`src/rtl/matrix_pkg.sv`:
```
// matrix_pkg -- geometry constants and pixel indexing shared by the LED
// matrix driver and the game core that produces its frames.
//   MATRIX_ROWS / MATRIX_COLS : panel size (8x8)
//   pix(r,c)                  : bit position of pixel (r,c) in a frame word
package matrix_pkg;

   localparam int MATRIX_ROWS = 8;
   localparam int MATRIX_COLS = 8;
   localparam int ROW_W       = $clog2(MATRIX_ROWS);
   localparam int COL_W       = $clog2(MATRIX_COLS);
   localparam int PIX_W       = ROW_W + COL_W;

   // 8*r + c; the column count is a power of two, so this is a concatenation
   function automatic logic [PIX_W-1:0] pix(input logic [ROW_W-1:0] r,
                                            input logic [COL_W-1:0] c);
      return {r, c};
   endfunction

endpackage

```
`src/rtl/scan_divider.sv`:
```
// scan_divider -- modulo-SCAN_DIV cycle counter that paces the row slots.
//   clk, reset : clock, asynchronous active-low reset
//   en         : count enable (counter holds while low)
//   div_cnt    : current count, 0..SCAN_DIV-1
//   tick       : high in the last cycle of a slot (count wraps at the edge)
module scan_divider #(
   parameter int SCAN_DIV = 1024
) (
   input  logic                        clk,
   input  logic                        reset,
   input  logic                        en,
   output logic [$clog2(SCAN_DIV)-1:0] div_cnt,
   output logic                        tick
);

   localparam int CNT_W = $clog2(SCAN_DIV);
   localparam logic [CNT_W-1:0] LAST = CNT_W'(SCAN_DIV - 1);

   logic [CNT_W-1:0] cnt_q, cnt_d;

   always_comb begin
      tick  = en && (cnt_q == LAST);
      cnt_d = cnt_q;
      if (en) cnt_d = tick ? '0 : cnt_q + CNT_W'(1);
   end

   always_ff @(posedge clk or negedge reset) begin
      if (!reset) cnt_q <= '0;
      else        cnt_q <= cnt_d;
   end

   assign div_cnt = cnt_q;

endmodule

```
`src/rtl/matrix_scan.sv`:
```
// matrix_scan -- double-buffered row-multiplexing driver for the 8x8 LED
// matrix. Frames written with `load` are held pending and swapped into the
// display buffer only at the row 7 -> 0 wrap, so a scan never tears.
//   clk, reset  : clock, asynchronous active-low reset
//   matrix,load : frame word (bit 8*r+c = pixel r,c) and its capture strobe
//   row         : one-hot row select, active-high
//   col         : column drive, active-low
//   scan_row    : row currently scanned
//   frame_start : one-cycle pulse on the first cycle of row 0
//   busy        : a pending frame is waiting for the swap
// Build option: MATRIX_BLANK_EN adds BLANK_CYCLES of dark time at the start
// of every row slot (anti-ghosting).
module matrix_scan
   import matrix_pkg::*;
#(
   parameter int SCAN_DIV     = 1024,
   parameter int BLANK_CYCLES = 16
) (
   input  logic                                 clk,
   input  logic                                 reset,
   input  logic [MATRIX_ROWS*MATRIX_COLS-1:0]   matrix,
   input  logic                                 load,
   output logic [MATRIX_ROWS-1:0]               row,
   output logic [MATRIX_COLS-1:0]               col,
   output logic [ROW_W-1:0]                     scan_row,
   output logic                                 frame_start,
   output logic                                 busy
);

   localparam int FRAME_W = MATRIX_ROWS * MATRIX_COLS;
   localparam int DIV_W   = $clog2(SCAN_DIV);

   logic [DIV_W-1:0]   div_cnt;
   logic               row_tick;
   logic               swap;
   logic               blank;
   logic [MATRIX_ROWS-1:0] row_onehot;

   logic               start_q, start_d;
   logic [ROW_W-1:0]   row_idx_q, row_idx_d;
   logic [FRAME_W-1:0] pend_buf_q, pend_buf_d;
   logic               pend_valid_q, pend_valid_d;
   logic [FRAME_W-1:0] disp_buf_q, disp_buf_d;
   logic               frame_start_q, frame_start_d;

   // The first edge after reset release only arms start_q; the counters
   // hold there so that the following cycle (row 0, count 0) carries the
   // registered frame_start pulse like every later frame.
   scan_divider #(.SCAN_DIV(SCAN_DIV)) u_div (
      .clk     (clk),
      .reset   (reset),
      .en      (start_q),
      .div_cnt (div_cnt),
      .tick    (row_tick)
   );

   always_comb begin
      start_d       = 1'b1;
      row_idx_d     = row_idx_q;
      pend_buf_d    = pend_buf_q;
      pend_valid_d  = pend_valid_q;
      disp_buf_d    = disp_buf_q;

      if (row_tick) row_idx_d = row_idx_q + ROW_W'(1);
      swap = row_tick && (row_idx_q == ROW_W'(MATRIX_ROWS - 1));

      if (swap && pend_valid_q) begin
         disp_buf_d   = pend_buf_q;
         pend_valid_d = 1'b0;
      end

      // A load on the swap cycle bypasses the pending slot entirely so the
      // newest frame is shown from the very next row 0.
      if (load) begin
         if (swap) begin
            disp_buf_d   = matrix;
            pend_valid_d = 1'b0;
         end else begin
            pend_buf_d   = matrix;
            pend_valid_d = 1'b1;
         end
      end

      // Next cycle is row 0 / count 0: either a slot wrap into row 0, or the
      // held first cycle after reset.
      frame_start_d = (row_idx_d == '0) && (row_tick || !start_q);
   end

   always_ff @(posedge clk or negedge reset) begin
      if (!reset) begin
         start_q       <= 1'b0;
         row_idx_q     <= '0;
         pend_buf_q    <= '0;
         pend_valid_q  <= 1'b0;
         disp_buf_q    <= '0;
         frame_start_q <= 1'b0;
      end else begin
         start_q       <= start_d;
         row_idx_q     <= row_idx_d;
         pend_buf_q    <= pend_buf_d;
         pend_valid_q  <= pend_valid_d;
         disp_buf_q    <= disp_buf_d;
         frame_start_q <= frame_start_d;
      end
   end

`ifdef MATRIX_BLANK_EN
   localparam logic [31:0] BLANK_U = 32'(BLANK_CYCLES);
   assign blank = (32'(div_cnt) < BLANK_U);
`else
   logic unused_cfg;
   assign blank      = 1'b0;
   assign unused_cfg = ^{div_cnt, 32'(BLANK_CYCLES)};
`endif

   always_comb begin
      row_onehot            = '0;
      row_onehot[row_idx_q] = 1'b1;
      row = blank ? '0 : row_onehot;
      col = blank ? '1 : ~disp_buf_q[pix(row_idx_q, '0) +: MATRIX_COLS];
   end

   assign scan_row    = row_idx_q;
   assign frame_start = frame_start_q;
   assign busy        = pend_valid_q;

endmodule

```
`config.mk`:
```
export PLATFORM = sky130hd
export DESIGN_NAME = matrix_scan
export DESIGN_NICKNAME = d
export VERILOG_FILES = /design/src/rtl/matrix_pkg.sv /design/src/rtl/scan_divider.sv /design/src/rtl/matrix_scan.sv
export SDC_FILE = /design/constraint.sdc
export NUM_CORES = 1
export LEC_CHECK = 0
export CAP_MARGIN = 25
export CELL_PAD_IN_SITES_DETAIL_PLACEMENT = 0
export CELL_PAD_IN_SITES_GLOBAL_PLACEMENT = 1
export CORE_MARGIN = 5
export CORE_UTILIZATION = 32
export DETAILED_ROUTE_END_ITERATION = 8
export GPL_TIMING_DRIVEN = 0
export PLACE_DENSITY = 0.58
export RECOVER_POWER = 25
export SLEW_MARGIN = 20
export SYNTH_ARGS = -nofsm -noshare
export SYNTH_HDL_FRONTEND = slang
export SYNTH_HIERARCHICAL = 1
export SYNTH_SLANG_ARGS = --single-unit
```
`constraint.sdc`:
```
create_clock -name clk -period 2.03 [get_ports clk]
set_input_delay 0.406 -clock clk [delete_from_list [all_inputs] [get_ports clk]]
set_output_delay 0.406 -clock clk [all_outputs]
set_load 0.005 [all_outputs]
```
After elaboration in Yosys (flattened, before gate mapping)
Index checks and enable logic that the tools add are counted.
Widths: inputs -> output; s select.
{"block": "op_classes", "reduce_logical": 10, "shift": 1, "order_cmp": 2, "bitwise_logic": 2, "n_addsub": 2, "muxes": 10, "n_mul": 0, "n_eq_ne": 2, "div": 0}
{"op": "$mux 64", "count": 3}
{"op": "$shiftx 64x7->8", "count": 1}
{"op": "$add 10x1->10 const B", "count": 1}
{"op": "$eq 10x10->1 const B", "count": 1}
{"op": "$mux 10", "count": 1}
{"op": "$not 8->8", "count": 1}
{"op": "$logic_and 1x1->1", "count": 5}
{"op": "$lt 3x4->1 const B", "count": 1}
{"op": "$mux 1", "count": 4}
{"op": "$add 3x1->3 const B", "count": 1}
{"op": "$demux 1 s3", "count": 1}
{"op": "$eq 3x3->1 const B", "count": 1}
{"op": "$ge 3x1->1 const B", "count": 1}
{"op": "$logic_not 3->1", "count": 1}
{"op": "$mux 3", "count": 1}
{"op": "$reduce_and 2->1", "count": 1}
{"op": "$reduce_bool 2->1", "count": 1}
{"op": "$logic_not 1->1", "count": 1}
{"op": "$logic_or 1x1->1", "count": 1}
{"op": "$not 1->1", "count": 1}
{"block": "totals", "mem_count": 0, "mem_bits_rw": 0, "romBits": 0, "wordCells": 36, "input_bits": 67, "reg_bits": 144, "latch_bits": 0}

Logic depth before layout (Yosys ltp)
{"block": "depth", "ltp_word": 7, "ltp_mapped": 9, "ltp_nobuf": 6}

Cells and area by module
The synthesis kept the hierarchy.
{"mod": "matrix_scan", "instances": 1, "seq_area_each_um2": 3353.2, "area_per_inst_um2": 6314.8, "cells_each": 444}
{"mod": "scan_divider", "instances": 1, "seq_area_each_um2": 250.2, "area_per_inst_um2": 506.7, "cells_each": 47}

Worst setup path after synthesis
OpenSTA, ideal clock, no wires.
{"block": "synth_path", "path_type": "register -> register", "startpoint": "register u_div.cnt_q[0], in the netlist u_div/div_cnt[0]", "endpoint": "register pend_buf_q[10]", "arrival_ns": 2.091, "stages_incl_launch_ff": 10, "setup_time_ns": 0.125, "setup_slack_ns": -0.187, "path_cell_list": "dfrtp_1 -> ha_1 -> nand3_1 -> nor4_4 -> buf_4 -> nand2_2 -> and2_1 -> buf_6 -> buf_6 -> mux2_4"}
{"block": "synth_via", "elab_chain_len": 5}
{"element": "from (decl)", "line": "scan_divider.sv:19", "text": "logic [CNT_W-1:0] cnt_q, cnt_d;"}
{"element": "from (signal assigned)", "line": "scan_divider.sv:29", "text": "else cnt_q <= cnt_d;"}
{"element": "$eq 10x10->1", "line": "scan_divider.sv:22", "text": "tick = en && (cnt_q == LAST);"}
{"element": "$logic_and 1x1->1", "line": "scan_divider.sv:22"}
{"element": "named net row_tick", "line": "matrix_scan.sv:34", "text": "logic row_tick;"}
{"element": "$logic_and 1x1->1", "line": "matrix_scan.sv:65", "text": "swap = row_tick && (row_idx_q == ROW_W'(MATRIX_ROWS - 1));"}
{"element": "$not 1->1 (no line)"}
{"element": "$reduce_and 2->1 (no line)"}
{"element": "to (signal assigned)", "line": "matrix_scan.sv:100", "text": "pend_buf_q <= pend_buf_d;"}
{"element": "to (decl)", "line": "matrix_scan.sv:41", "text": "logic [FRAME_W-1:0] pend_buf_q, pend_buf_d;"}
The timed path passes the listed nets, and every way through them passes these cells.
A chain may end at the register's enable or synchronous reset.

Worst setup path after layout
{"block": "layout_path", "startpoint": "register row_idx_q[0], in the netlist scan_row[0]", "endpoint": "output port col[0]"}
{"block": "layout_via", "elab_chain_len": 2}
{"element": "from (decl)", "line": "matrix_scan.sv:40", "text": "logic [ROW_W-1:0] row_idx_q, row_idx_d;"}
{"element": "from (signal assigned)", "line": "matrix_scan.sv:99", "text": "row_idx_q <= row_idx_d;"}
{"element": "$shiftx 64x7->8", "line": "matrix_scan.sv:120", "text": "col = blank ? '1 : ~disp_buf_q[pix(row_idx_q, '0) +: MATRIX_COLS];"}
{"element": "$not 8->8", "line": "matrix_scan.sv:120"}
{"element": "to (decl)", "line": "matrix_scan.sv:24", "text": "output logic [MATRIX_COLS-1:0] col,"}
No other way between the ends.

==> summary by stage <==
Setup path
The endpoint type of the worst setup path is an output pin. Of all nets on the critical path, the largest fanout is 7. Together, buffers and inverters on the worst path number 3. The critical path goes through buf_6 -> buf_12 -> mux4_2 -> mux2i_2 -> buf_2. The kind of cell with the highest combined delay on the critical path is multiplexers. The largest stage delay on the critical path is 520 ps. The required time of the critical path is 1620 ps.

The type of the worst setup path is reg -> out. The sort of element at the start of the critical path is a register. For the worst setup path, the data arrival time is 1950 ps. The slowest cell on the critical path is mux4_2.

Route
The average wire length per cell after detail routing is 22.3 um. For this block, the via count after detailed routing is 4854. The first-pass detailed-route iteration total is 4.

Wires add up to 21.0 mm. In this run, the number of DRC markers left after iteration 0 of detailed routing was 236. The residual DRC count is 0. The average vias per placed instance is 5.16. The detail route stage leaves a number of antenna-violating nets equal to 0.

Placed design
The number of cells after detailed placement is 854. The final weighted congestion in routability-driven placement is 0.795. The count of buffers added on input and output ports is 87.

The sum of net half-perimeters after detailed placement is 13.1 mm. Once placement finished, the instance area stood at 8160 um^2. The pre-CTS worst setup slack is -803 ps.

Layout
The finished layout holds 940 standard cells, fillers aside. The share of layout cells above drive strength 1 is 45.4%. The final-layout fill cell count is 1803. In the layout the commonest cells are dfrtp_1, clkdlybuf4s50_1, a22oi_1, mux2_4, o2bb2ai_2. For this run, the post-layout net count is 722.

0 antenna diodes ended up in the layout. Cells fill 47.6% of the core in the end. The finished cells cover 10000 um^2. Compared with the post-synthesis result, the final layout area differs by 46.7%. The most common cell after layout, fill and taps aside is dfrtp_1.

Synth
The top-area cell type share of the netlist area is 52.8%. When the netlist entered floorplanning its net count stood at 561. In the synthesized netlist the async set-or-reset flop fraction comes to 100%.

Sorting the synthesized cells by area gives the leading types as dfrtp_1, mux2_4, o2bb2ai_1, a22oi_1, mux4_2. Summing every instance area after synthesis gives 6820 um^2. The largest area contributor in the netlist is dfrtp_1. The number of enable flip-flop cells after synthesis is 0.

The count of distinct cell types in the synthesized netlist is 45. The synthesized design contains 144 register bits. The most used flip-flop cell after synthesis is dfrtp_1. After technology mapping, the gate count stands at 491. The number of warnings reported in the yosys synthesis log is 6. The mean area per synthesized cell is 13.9 um^2. The portion of the post-synthesis area used by sequential elements is 52.8%.

CTS
In this run the deepest clock path goes through 2 buffers. Clock tree synthesis inserted a total of 17 buffers. The clock slew at the register clock pins of the worst setup and hold paths is 70 ps. The number of clock sinks is 144. The clock tree synthesis step divided the H-tree into 4 levels. The insertion delay of the later-clocked pin in the worst-skew pair is 420 ps. The clock tree from TritonCTS is done.

The tree is rooted in a clkbuf_16.

Power and ir drop
The final total power is 7.79 mW. For this design the ratio of total power to cell area is 778 nW/um^2. VDD sags by at most 553 uV. Summed over all cells, the static leakage comes to 4.24 nW.

Global routing
Global routing finished with a remaining overflow of 0. The via count of the first global-routing pass was 5117. The first global-routing pass estimated 31.1 mm of wire. The initial antenna violation count is 0. Across every metal layer, demand over resource in global routing totals 16.9%. The pin count of the biggest net entering global routing is 97.

Timing
The count of final setup violators is 103. The number of hold-slack violations in the final timing report came to 0. The max-slew violation count is 0. The final total negative setup slack is -5040 ps.

The shortest period the worst path allows is 2360 ps. Once routing completed, OpenROAD measured the worst setup slack at -329 ps. The relative slew slack is 13.6%. Setup repair after global routing could not meet its margin everywhere. The worst clock skew is 9.68 ps. The part of the cycle the worst path needs is 116%. The transition time of the tightest slew-check pin is 1300 ps. Static timing analysis puts the maximum clock frequency at 424 MHz.

Final hold analysis gives a worst-case slack of 493 ps.

Outcome
The checks that failed: setup timing. The run finished, with violations left.

Floorplanning
The core region area is 21000 um^2. The effective utilization at floorplan is 32.5%. The die height is 156 um. The die is 156 um wide.

The die covers 24300 um^2. The boundary pin count is 88. Row generation in the floorplan step produced 53 rows.

Flow run
Across the run, the number of max-cap violations was 0.

Worst hold path
The worst hold-check path type is reg -> reg.
-- timing repair --
action,CTS,global route
hold buffers,1,0
cloned,11,5
hold endpoints to repair,48,0
pin swaps,4,10
setup endpoints to repair,145,141
buffers inserted,40,7
gates resized for setup,130,133
-- final timing paths --
kind,end,depth (start not counted),start,slack [ps]
max,col[0],5,scan_row[0]$_DFF_PN0_,-330
min,u_div/div_cnt[9]$_DFFE_PN0P_,1,u_div/div_cnt[9]$_DFFE_PN0P_,490
max reg2reg,disp_buf_q[28]$_DFF_PN0_,9,u_div/div_cnt[1]$_DFFE_PN0P_,-70
min reg2reg,u_div/div_cnt[9]$_DFFE_PN0P_,1,u_div/div_cnt[9]$_DFFE_PN0P_,490
max in group asynchronous,disp_buf_q[56]$_DFF_PN0_,3,reset,140
min in group asynchronous,u_div/div_cnt[3]$_DFFE_PN0P_,2,reset,810
-- flip-flops by register name, summed over array words and instances (netlist names) --
register,count
pend_buf_q,64
frame_start,1
scan_row,3
start_q,1
disp_buf_q,64
busy,1
u_div/div_cnt,10
-- power by group --
part	internal (mW)	leakage [nW]	switching (mW)
sequential	3.14	1.76	0.235
clock	1.87	0.279	1.34
combinational	0.708	2.21	0.491
-- logic make-up after synthesis --
kind of cell | synth area share, %
AO/OA/AOI/OAI | 16.8
XOR/XNOR | 0.899
adder cells (fa/ha/maj) | 0.550
buffers and inverters | 4.00
flip-flops | 52.8
multiplexers | 20.6
other | 0.0550
AND/OR/NAND/NOR | 4.29
-- worst reg2reg max path, cell delays in order (launching register included) --
cell,delay (ps)
dfrtp_1,400
ha_4,170
nand3_4,70
nor4_4,350
buf_6,170
buf_6,100
and2_4,210
o21ai_4,160
buf_6,220
o2bb2ai_2,120
-- synthesized netlist by cell type (all sizes together), types with 3 or more instances --
master     n
dfrtp    144
mux2      66
a22oi     64
o2bb2ai   55
buf       26
clkbuf    20
mux4      15
o21ai     12
mux2i     10
nand2      9
nor2b      9
a31oi      8
nor2       7
xnor2      6
a21oi      4
nand4      4
and3       3
ha         3
inv        3
nor3b      3
-- metal layers --
layer | routed length (um) | track usage (%)
met1 | 10100 | 24.1
met5 | 0 | 0
met3 | 640 | 4.02
met4 | 109 | 3.00
met2 | 10100 | 26.5
-- cell type report --
cell class | count | area (um^2) | area share [%]
plain buffers | 43 | 448 | 4.48
repair buffers | 143 | 1460 | 14.6
clock buffers | 19 | 443 | 4.43
inverters | 3 | 11.3 | 0.112
flip-flops and latches | 144 | 3610 | 36.0
well taps | 275 | 344 | 3.44
clock inverters | 13 | 154 | 1.54
multi-input cells | 300 | 3540 | 35.4
Power figures use the tool's default switching activity.
